## config.mk

```make
export PLATFORM = sky130hd
export DESIGN_NAME = bcd_serial_encoder_flat
export DESIGN_NICKNAME = d
export VERILOG_FILES = /design/src/rtl/bcd_serial_encoder_pkg.sv /design/src/rtl/bcd_serial_encoder_if.sv /design/src/rtl/bcd_serial_encoder_digit_adj.sv /design/src/rtl/bcd_serial_encoder.sv /design/src/flat_wrapper.sv
export SDC_FILE = /design/constraint.sdc
export NUM_CORES = 1
export LEC_CHECK = 0
export CAP_MARGIN = 20
export CORE_UTILIZATION = 53
export DETAILED_ROUTE_END_ITERATION = 10
export GPL_TIMING_DRIVEN = 0
export PLACE_DENSITY = 0.78
export SYNTH_ARGS = -nofsm -noshare
export SYNTH_HDL_FRONTEND = slang
export SYNTH_SLANG_ARGS = --single-unit
```

## constraint.sdc

```tcl
create_clock -name clk -period 2.13 [get_ports clk]
set_input_delay 0.5325 -clock clk [delete_from_list [all_inputs] [get_ports clk]]
set_output_delay 0.5325 -clock clk [all_outputs]
set_load 0.02 [all_outputs]
```

## src/rtl/bcd_serial_encoder_pkg.sv

```systemverilog
// Shared types, constants and helpers for the serial binary-to-BCD encoder.
package bcd_pkg;

    localparam int DIGIT_W = 4;

    typedef enum logic [0:0] {
        ST_IDLE  = 1'b0,
        ST_SHIFT = 1'b1
    } state_e;

    function automatic logic [3:0] add3_if_gt4(input logic [3:0] digit);
        if (digit > 4'd4) begin
            return digit + 4'd3;
        end else begin
            return digit;
        end
    endfunction

    // Smallest digit count whose decimal range covers every BIN_W-bit value.
    function automatic int min_digits(input int bin_w);
        longint unsigned max_v;
        longint unsigned pow_v;
        int              w;
        int              d;
        w     = (bin_w < 1) ? 1 : ((bin_w > 32) ? 32 : bin_w);
        max_v = (64'd1 << w) - 64'd1;
        pow_v = 64'd10;
        d     = 1;
        for (int i = 0; i < 10; i++) begin
            if (pow_v <= max_v) begin
                pow_v = pow_v * 64'd10;
                d     = d + 1;
            end
        end
        return d;
    endfunction

endpackage

```

## src/rtl/bcd_serial_encoder_if.sv

```systemverilog
// Start/busy/done handshake and result bus of the serial BCD encoder.
interface bcd_serial_encoder_if
    import bcd_pkg::*;
#(
    parameter int BIN_W  = 8,
    parameter int DIGITS = 3
);

    logic                        start;
    logic [BIN_W-1:0]            bin_in;
    logic                        busy;
    logic                        done;
    logic [DIGIT_W*DIGITS-1:0]   bcd_out;
    logic [DIGITS-1:0]           blank;

    modport master (
        output start,
        output bin_in,
        input  busy,
        input  done,
        input  bcd_out,
        input  blank
    );

    modport slave (
        input  start,
        input  bin_in,
        output busy,
        output done,
        output bcd_out,
        output blank
    );

endinterface

```

## src/rtl/bcd_serial_encoder_digit_adj.sv

```systemverilog
// Per-digit add-3 correction applied before each double-dabble shift.
module bcd_digit_adj
    import bcd_pkg::*;
(
    input  logic [DIGIT_W-1:0] digit_i,
    output logic [DIGIT_W-1:0] digit_o
);

    assign digit_o = add3_if_gt4(digit_i);

endmodule

```

## src/rtl/bcd_serial_encoder.sv

```systemverilog
// Sequential double-dabble binary-to-BCD converter, one input bit per clock,
// with a registered result and leading-zero blanking mask.
module bcd_serial_encoder
    import bcd_pkg::*;
#(
    parameter int BIN_W  = 8,
    parameter int DIGITS = 3
) (
    input  logic                 clk,
    input  logic                 rst,
    bcd_serial_encoder_if.slave  bus
);

    localparam int WORK_W = DIGIT_W * DIGITS;
    localparam int CNT_W  = (BIN_W > 1) ? $clog2(BIN_W) : 1;
    localparam logic [DIGITS-1:0] BLANK_RST = ~(DIGITS'(1));

    if ((BIN_W < 1) || (BIN_W > 32)) begin : g_bad_bin_w
        $error("bcd_serial_encoder: BIN_W must be within 1..32");
    end
    if (DIGITS < min_digits(BIN_W)) begin : g_bad_digits
        $error("bcd_serial_encoder: DIGITS too small for BIN_W");
    end

    state_e              state_q, state_d;
    logic [BIN_W-1:0]    shift_q, shift_d;
    logic [WORK_W-1:0]   work_q, work_d;
    logic [CNT_W-1:0]    cnt_q, cnt_d;
    logic                busy_q, busy_d;
    logic                done_q, done_d;
    logic [WORK_W-1:0]   bcd_q, bcd_d;
    logic [DIGITS-1:0]   blank_q, blank_d;

    logic [WORK_W-1:0]   adj_s;
    logic [WORK_W-1:0]   shifted_s;
    logic [DIGITS-1:0]   blank_s;
    logic                all_zero_s;

    for (genvar d = 0; d < DIGITS; d++) begin : g_adj
        bcd_digit_adj u_adj (
            .digit_i (work_q[d*DIGIT_W +: DIGIT_W]),
            .digit_o (adj_s[d*DIGIT_W +: DIGIT_W])
        );
    end

    // The top corrected bit is always zero for legal DIGITS, so truncation is lossless.
    assign shifted_s = WORK_W'({adj_s, shift_q[BIN_W-1]});

    // Leading-zero mask of the post-shift value, scanning from the top digit down.
    always_comb begin
        all_zero_s = 1'b1;
        blank_s    = {DIGITS{1'b0}};
        for (int d = DIGITS - 1; d >= 0; d--) begin
            all_zero_s = all_zero_s & (shifted_s[d*DIGIT_W +: DIGIT_W] == 4'd0);
            if (d > 0) begin
                blank_s[d] = all_zero_s;
            end else begin
                blank_s[d] = 1'b0;
            end
        end
    end

    // Next-state logic for the IDLE/SHIFT sequencer and result registers.
    always_comb begin
        state_d = state_q;
        shift_d = shift_q;
        work_d  = work_q;
        cnt_d   = cnt_q;
        busy_d  = busy_q;
        done_d  = 1'b0;
        bcd_d   = bcd_q;
        blank_d = blank_q;
        case (state_q)
            ST_IDLE: begin
                if (bus.start) begin
                    state_d = ST_SHIFT;
                    shift_d = bus.bin_in;
                    work_d  = {WORK_W{1'b0}};
                    cnt_d   = CNT_W'(BIN_W - 1);
                    busy_d  = 1'b1;
                end else begin
                    busy_d  = 1'b0;
                end
            end
            ST_SHIFT: begin
                shift_d = shift_q << 1;
                work_d  = shifted_s;
                cnt_d   = cnt_q - CNT_W'(1);
                if (cnt_q == {CNT_W{1'b0}}) begin
                    state_d = ST_IDLE;
                    busy_d  = 1'b0;
                    done_d  = 1'b1;
                    bcd_d   = shifted_s;
                    blank_d = blank_s;
                end else begin
                    busy_d  = 1'b1;
                end
            end
            default: begin
                state_d = ST_IDLE;
                busy_d  = 1'b0;
            end
        endcase
    end

    // State and output registers; reset discards any conversion in flight.
    always_ff @(posedge clk or posedge rst) begin
        if (rst) begin
            state_q <= ST_IDLE;
            shift_q <= {BIN_W{1'b0}};
            work_q  <= {WORK_W{1'b0}};
            cnt_q   <= {CNT_W{1'b0}};
            busy_q  <= 1'b0;
            done_q  <= 1'b0;
            bcd_q   <= {WORK_W{1'b0}};
            blank_q <= BLANK_RST;
        end else begin
            state_q <= state_d;
            shift_q <= shift_d;
            work_q  <= work_d;
            cnt_q   <= cnt_d;
            busy_q  <= busy_d;
            done_q  <= done_d;
            bcd_q   <= bcd_d;
            blank_q <= blank_d;
        end
    end

    assign bus.busy    = busy_q;
    assign bus.done    = done_q;
    assign bus.bcd_out = bcd_q;
    assign bus.blank   = blank_q;

endmodule
```

## src/flat_wrapper.sv

```systemverilog
// flat-port wrapper written by rule: the top's interface ports become plain ports
module bcd_serial_encoder_flat import bcd_pkg::*;
#(
    parameter int BIN_W  = 8,
    parameter int DIGITS = 3
)
  (clk, rst, bus_start, bus_bin_in, bus_busy, bus_done, bus_bcd_out, bus_blank);
  bcd_serial_encoder_if #(.BIN_W(BIN_W), .DIGITS(DIGITS)) bus_i ();
  input  logic clk;
  input  logic rst;
  input wire logic [$bits(bus_i.start)-1:0] bus_start;
  input wire logic [$bits(bus_i.bin_in)-1:0] bus_bin_in;
  output wire logic [$bits(bus_i.busy)-1:0] bus_busy;
  output wire logic [$bits(bus_i.done)-1:0] bus_done;
  output wire logic [$bits(bus_i.bcd_out)-1:0] bus_bcd_out;
  output wire logic [$bits(bus_i.blank)-1:0] bus_blank;
  assign bus_i.start = bus_start;
  assign bus_i.bin_in = bus_bin_in;
  assign bus_busy = bus_i.busy;
  assign bus_done = bus_i.done;
  assign bus_bcd_out = bus_i.bcd_out;
  assign bus_blank = bus_i.blank;
  bcd_serial_encoder #(.BIN_W(BIN_W), .DIGITS(DIGITS)) u_core (.clk(clk), .rst(rst), .bus(bus_i));
endmodule
```

==> impl_metrics.json, run 1 <==
{
  "power_leakage_nw": 1.10,
  "synth_area_leaders": "dfrtp_1 (48%), mux2i_1 (8.3%), ha_1 (4.5%)",
  "hp-start": "u_core.cnt_q[2]",
  "path_buf_inv": 1,
  "synth_edf_count": 0,
  "synth_top_area_frac": 0.477,
  "syn_nets": 212,
  "drcViolationCount": 0,
  "insertion_delay_ps": 350,
  "ant_nets": 0,
  "power_density_mw_per_mm2": 1530,
  "grt_pass1_vias": 1524,
  "coreArea_mm2": 0.00342,
  "hold_path_end": "u_core.cnt_q[2]",
  "nets": 245,
  "grt_max_degree": 40,
  "end_kind": "output port",
  "reg2reg_slack_ps": 310,
  "vias": 1497,
  "worstMarginPinSlew_ps": 769,
  "wl_per_cell_um": 13.6,
  "synth-async-reset-ratio": 1.00,
  "start_kind": "flop",
  "finalMaxSlewViolations": 0,
  "synth_top_cell_by_area": "dfrtp_1",
  "clock_sinks": 39,
  "antenna_cells": 0,
  "hold_path.class": "flop to flop",
  "pwr-share-clk": 0.103,
  "cp_slowest_cell": "clkdlybuf4s50_1",
  "dp_slack_ps": 176,
  "ctsHoldBuffers": 0,
  "cts_resized": 0,
  "die_x_um": 62.5,
  "area_delta_synth_final_pct": 18.9,
  "synth-seq-cells": 39,
  "port_buffers": 26,
  "r2r_end": "u_core.bus.blank[1]",
  "period_share": 0.942,
  "ir_drop_v": 0.000725,
  "die_h_um": 62.5,
  "route.met3.wl_um": 159,
  "finish.utilization": 0.675,
  "worst-r2r-cell-count": 6,
  "p_seq_frac": 0.369,
  "path_delay_family": "buffers and inverters",
  "syn_area_per_cell_um2": 10.0,
  "ys_warn_count": 0,
  "arrival_ps": 1470,
  "initial_core_util": 0.568,
  "path_max_fanout": 2,
  "yosysMostFrequentCell": "dfrtp_1",
  "dieArea_mm2": 0.00391,
  "clockRootBuffer": "clkbuf_4",
  "gp_congestion": 0.756,
  "clock.fmax_mhz": 498,
  "netlist_instances": 194,
  "dpl.hpwl_um": 2780,
  "internal-power_mw": 2.06,
  "first_pass_iters": 4,
  "grt_overflow": 0,
  "cts_post_setup_buffers_inserted": 0,
  "worst_slack_ps": 124,
  "final_cell_area_mm2": 0.00231,
  "grt_pass1_wl_um": 6490,
  "drv_cap": 0,
  "top_layer_used": "met4",
  "power.total_mw": 3.54,
  "finalClockSkew_ps": 12.3,
  "hold_viol_final": 0,
  "fillers": 284,
  "rsz0062_at_grt": "false",
  "yosysSeqAreaShare": 0.504,
  "cts_tree": "done",
  "synth_common_cells": "dfrtp_1 (37), nand2_1 (23), o21ai_0 (17)",
  "slew_headroom": 0.486,
  "synth-main-ff-cell": "dfrtp_1",
  "met2_length_um": 1900,
  "antenna_found_initial": 0,
  "status": "finished, final reports clean",
  "r2r-start": "u_core.work_q[8]",
  "cts_htree_levels": 2,
  "drive_gt1_frac": 0.0877,
  "setup_violations": 0,
  "track_usage": 0.214,
  "vias_per_cell": 5.46,
  "drt_iter0_markers": 73,
  "worstHoldPathCells": 1,
  "max_stage_delay_ps": 590,
  "fin_crit_ps": 2010,
  "cp_cell_sequence": "clkdlybuf4s50_1",
  "rows": 21,
  "m1WireLength_um": 1580,
  "combPwrFrac": 0.529,
  "wirelength_um": 3740,
  "cts_buffers": 5,
  "synth_area_mm2": 0.00194,
  "crit_required_ps": 1600,
  "switching_power_mw": 1.48,
  "place_area_mm2": 0.00226,
  "swShare": 0.418,
  "path_class": "flop to output port",
  "clkSlewWorstSetupHoldPaths_ps": 110,
  "ys_types": 39,
  "ios": 28,
  "cts_max_path_buffers": 2
}
## worst max-delay path by stage
| stage | start | cells past startpoint | to | slack, ps |
|---|---|---|---|---|
| final | u_core.bus.blank[2] | 1 | bus_blank[2] | 120 |
| after global routing | u_core.bus.blank[2] | 1 | bus_blank[2] | 70 |
| after CTS | u_core.bus.blank[1] | 1 | bus_blank[1] | 110 |
| after detailed placement | bus_start | 4 | u_core.shift_q[0] | 180 |
| after global placement | rst | 2 | u_core.work_q[6] | -60 |
| after floorplan | u_core.work_q[8] | 6 | u_core.bus.blank[1] | 510 |
## sequential cells by signal (all words and copies together) (netlist names)
| register | cells |
|---|---|
| u_core.bus.bcd_out | 12 |
| u_core.bus.busy | 1 |
| u_core.bus.done | 1 |
| u_core.work_q | 12 |
| u_core.cnt_q | 3 |
| u_core.shift_q | 8 |
| u_core.bus.blank | 2 |
## cell families after synthesis
kind of cell / Yosys count / share of synthesized area
and+or+nand+nor: 58 / 0.144
AOI/OAI and AO/OA: 42 / 0.135
DFF: 39 / 0.504
buffers and inverters: 26 / 0.0606
muxes: 19 / 0.0999
adders and majority gates: 7 / 0.0451
xor gates and xnor gates: 2 / 0.00903
other: 1 / 0.00193
## power by group through the flow
stage	Combinational [mW]	Sequential (mW)	Clock [mW]
after detailed placement	1.88	1.32	0
final	1.87	1.31	0.363
after CTS	1.89	1.31	0.368
after floorplan	1.15	1.44	0
after global routing	2.10	1.34	0.403
after global placement	1.79	1.29	0
## layout by cell type, fill, tap and decap left out, drive strengths merged
| master | Yosys | final |
|---|---|---|
| nor3b | 2 | 2 |
| inv | 15 | 15 |
| a21boi | 1 | 1 |
| ha | 7 | 7 |
| nor3 | 5 | 5 |
| conb | 1 | 1 |
| mux2 | 3 | 3 |
| nor2b | 2 | 2 |
| nand3 | 1 | 1 |
| o211ai | 1 | 1 |
| o21a | 1 | 1 |
| o21ai | 18 | 18 |
| or2 | 3 | 3 |
| a21oi | 8 | 8 |
| dfstp | 2 | 2 |
| clkdlybuf4s50 | 0 | 26 |
| or3 | 2 | 2 |
| o41ai | 1 | 1 |
| clkbuf | 5 | 13 |
| dfrtp | 37 | 37 |
| a21o | 4 | 4 |
| and3 | 2 | 2 |
| nand2 | 24 | 24 |
| mux2i | 16 | 16 |
| o31ai | 3 | 3 |
| nand2b | 9 | 9 |
| a31oi | 3 | 3 |
| o22ai | 1 | 1 |
| xnor2 | 2 | 2 |
| a2111oi | 1 | 1 |
| nor2 | 8 | 8 |
| buf | 6 | 6 |
## per-layer routing
layer / track usage / vias up
met5: 0 / -
met4: 0.105 / 0
met3: 0.0438 / 13
met2: 0.378 / 49
met1: 0.245 / 719
li1: - / 716
## worst reg2reg max path, stage by stage (launching register included)
cell and delay (ps):
dfrtp_1 430, inv_1 150, ha_1 200, inv_1 70, a2111oi_2 340, o211ai_1 190, o41ai_2 340
## per-stage QoR
stage	hold WS [ps]	TNS, ps	std cells
CTS	488	0	274
detailed placement	471	0	266
global placement	458	-2270	266
finish	484	0	274
floorplan	441	0	194
global route	511	0	274
## area by class of cell
cell class | count | area, µm² | share of cell area
Buffer | 11 | 61.3 | 0.0266
Clock buffer | 8 | 48.8 | 0.0211
Inverter | 15 | 56.3 | 0.0244
Multi-Input combinational cell | 129 | 845 | 0.366
Tap cell | 46 | 57.6 | 0.0249
Sequential cell | 39 | 978 | 0.424
Timing Repair Buffer | 26 | 260 | 0.113
(Power assumes the default switching activity.)
==> run 2, diff against run 1 <==
--- a/config.mk
+++ b/config.mk
@@ -5,7 +5,7 @@
 export SDC_FILE = /design/constraint.sdc
 export NUM_CORES = 1
 export LEC_CHECK = 0
-export CAP_MARGIN = 20
+export CORE_MARGIN = 5
 export CORE_UTILIZATION = 53
 export DETAILED_ROUTE_END_ITERATION = 10
 export GPL_TIMING_DRIVEN = 0
==> constraint.sdc (replaced) <==
create_clock -name clk -period 2.2 [get_ports clk]
set_input_delay 0.55 -clock clk [delete_from_list [all_inputs] [get_ports clk]]
set_output_delay 0.55 -clock clk [all_outputs]
set_load 0.02 [all_outputs]
==> run 2 against run 1 <==
  * Clock power grew 62%
  * Worst hold slack lost 4.7 ps
  * Routed wire length rose by 1.8%
  * Largest cell class unchanged
==> impl_metrics.json, run 2 (synthesized netlist as in run 1, its figures left out) <==
{
  "status": "finished, final reports clean",
  "grt_pass1_wl_um": 6470,
  "ant_nets": 0,
  "port_buffers": 26,
  "ir_drop_v": 0.000615,
  "drv_cap": 0,
  "reg2reg_slack_ps": 430,
  "drive_gt1_frac": 0.101,
  "grt_pass1_vias": 1405,
  "grt_max_degree": 40,
  "area_delta_synth_final_pct": 22.3,
  "crit_required_ps": 1650,
  "final_common_cell": "dfrtp_1",
  "coreArea_mm2": 0.00361,
  "path_delay_family": "buffers and inverters",
  "drt_iter0_markers": 76,
  "cts_post_setup_buffers_inserted": 0,
  "drcViolationCount": 0,
  "hold_path_end": "u_core.cnt_q[2]",
  "r2r_end": "u_core.bus.blank[1]",
  "seqCellArea_um2": 978,
  "vias": 1463,
  "ctsHoldBuffers": 0,
  "worst-r2r-cell-count": 6,
  "worstHoldPathCells": 1,
  "hold_path.class": "flop to flop",
  "nets": 245,
  "vias_per_cell": 5.30,
  "setup_violations": 0,
  "fin_hold_ws_ps": 479,
  "power_density_mw_per_mm2": 1540,
  "cts_tree": "done",
  "finalClockSkew_ps": 11.4,
  "rows": 22,
  "grt_overflow": 0,
  "cp_cell_sequence": "clkdlybuf4s50_1",
  "first_pass_iters": 4,
  "die_h_um": 70.5,
  "cts_max_path_buffers": 2,
  "wl_per_cell_um": 13.8,
  "fin_crit_ps": 1970,
  "place_area_mm2": 0.00226,
  "end_kind": "output port",
  "path_max_fanout": 2,
  "ios": 28,
  "rsz0062_at_grt": "false",
  "insertion_delay_ps": 280,
  "hold_viol_final": 0,
  "worstMarginPinSlew_ps": 793,
  "fillers": 306,
  "power_leakage_nw": 1.13,
  "clock.fmax_mhz": 508,
  "period_share": 0.894,
  "mostFrequentLayoutCells": "dfrtp_1 (37), clkdlybuf4s50_1 (26), nand2_1 (23)",
  "antenna_cells": 0,
  "dieArea_mm2": 0.00497,
  "cp_slowest_cell": "clkdlybuf4s50_1",
  "cts_buffers": 5,
  "arrival_ps": 1420,
  "cts_htree_levels": 2,
  "track_usage": 0.163,
  "path_buf_inv": 1,
  "hp-start": "u_core.cnt_q[2]",
  "finalMaxSlewViolations": 0,
  "slew_headroom": 0.471,
  "max_stage_delay_ps": 590,
  "fin_setup_tns_ps": 0,
  "cts_resized": 0,
  "start_kind": "flop",
  "r2r-start": "u_core.work_q[8]",
  "clock_sinks": 39,
  "initial_core_util": 0.538,
  "gp_congestion": 0.832,
  "die_x_um": 70.5,
  "clockRootBuffer": "clkbuf_8",
  "antenna_found_initial": 0,
  "final_cell_area_mm2": 0.00237,
  "wirelength_um": 3810,
  "clkSlewWorstSetupHoldPaths_ps": 80,
  "multi_input_area_um2": 845,
  "dpl.hpwl_um": 2790,
  "path_class": "flop to output port"
}
[run 2: through the flow]
stage | total power, mW | instances | util | setup slack, ps
2_1_floorplan | 2.50 | 194 | - | 580
3_3_place_gp | 3.00 | 268 | 0.627 | -79.1
3_5_place_dp | 3.09 | 268 | 0.627 | 210
4_1_cts | 3.68 | 276 | 0.658 | 228
5_1_grt | 3.96 | 276 | 0.658 | 190
6_report | 3.65 | 276 | 0.658 | 232
[run 2: layer usage]
| metal | up-vias | track usage | part of all wire |
|---|---|---|---|
| met5 | - | 0 | 0 |
| met4 | 0 | 0.0404 | 0.0087 |
| met3 | 6 | 0.0388 | 0.042 |
| met2 | 29 | 0.268 | 0.49 |
| met1 | 711 | 0.217 | 0.46 |
| li1 | 717 | - | - |
[run 2: layout make-up]
cell class / count / area share
Clock buffer: 5 / 0.0290
Clock inverter: 3 / 0.0185
Timing Repair Buffer: 26 / 0.110
Sequential cell: 39 / 0.412
Buffer: 11 / 0.0258
Inverter: 15 / 0.0237
Tap cell: 48 / 0.0253
Multi-Input combinational cell: 129 / 0.356
[run 2: worst max path at each step]
stage                                    from                    end  slack (ps)  cells past startpoint
after floorplan              u_core.work_q[8]    u_core.bus.blank[1]         580                      6
after global placement                    rst  u_core.bus.bcd_out[5]         -80                      2
after detailed placement            bus_start      u_core.shift_q[0]         210                      4
after CTS                 u_core.bus.blank[2]           bus_blank[2]         230                      1
after global routing      u_core.bus.blank[2]           bus_blank[2]         190                      1
final                     u_core.bus.blank[2]           bus_blank[2]         230                      1
[run 2: report_power, final]
part / switching, mW / internal (mW) / total, mW / leakage, nW
Sequential: 0.209 / 1.05 / 1.26 / 0.482
Clock: 0.250 / 0.338 / 0.587 / 0.0581
Combinational: 0.982 / 0.823 / 1.81 / 0.593
Total: 1.44 / 2.21 / 3.65 / 1.13
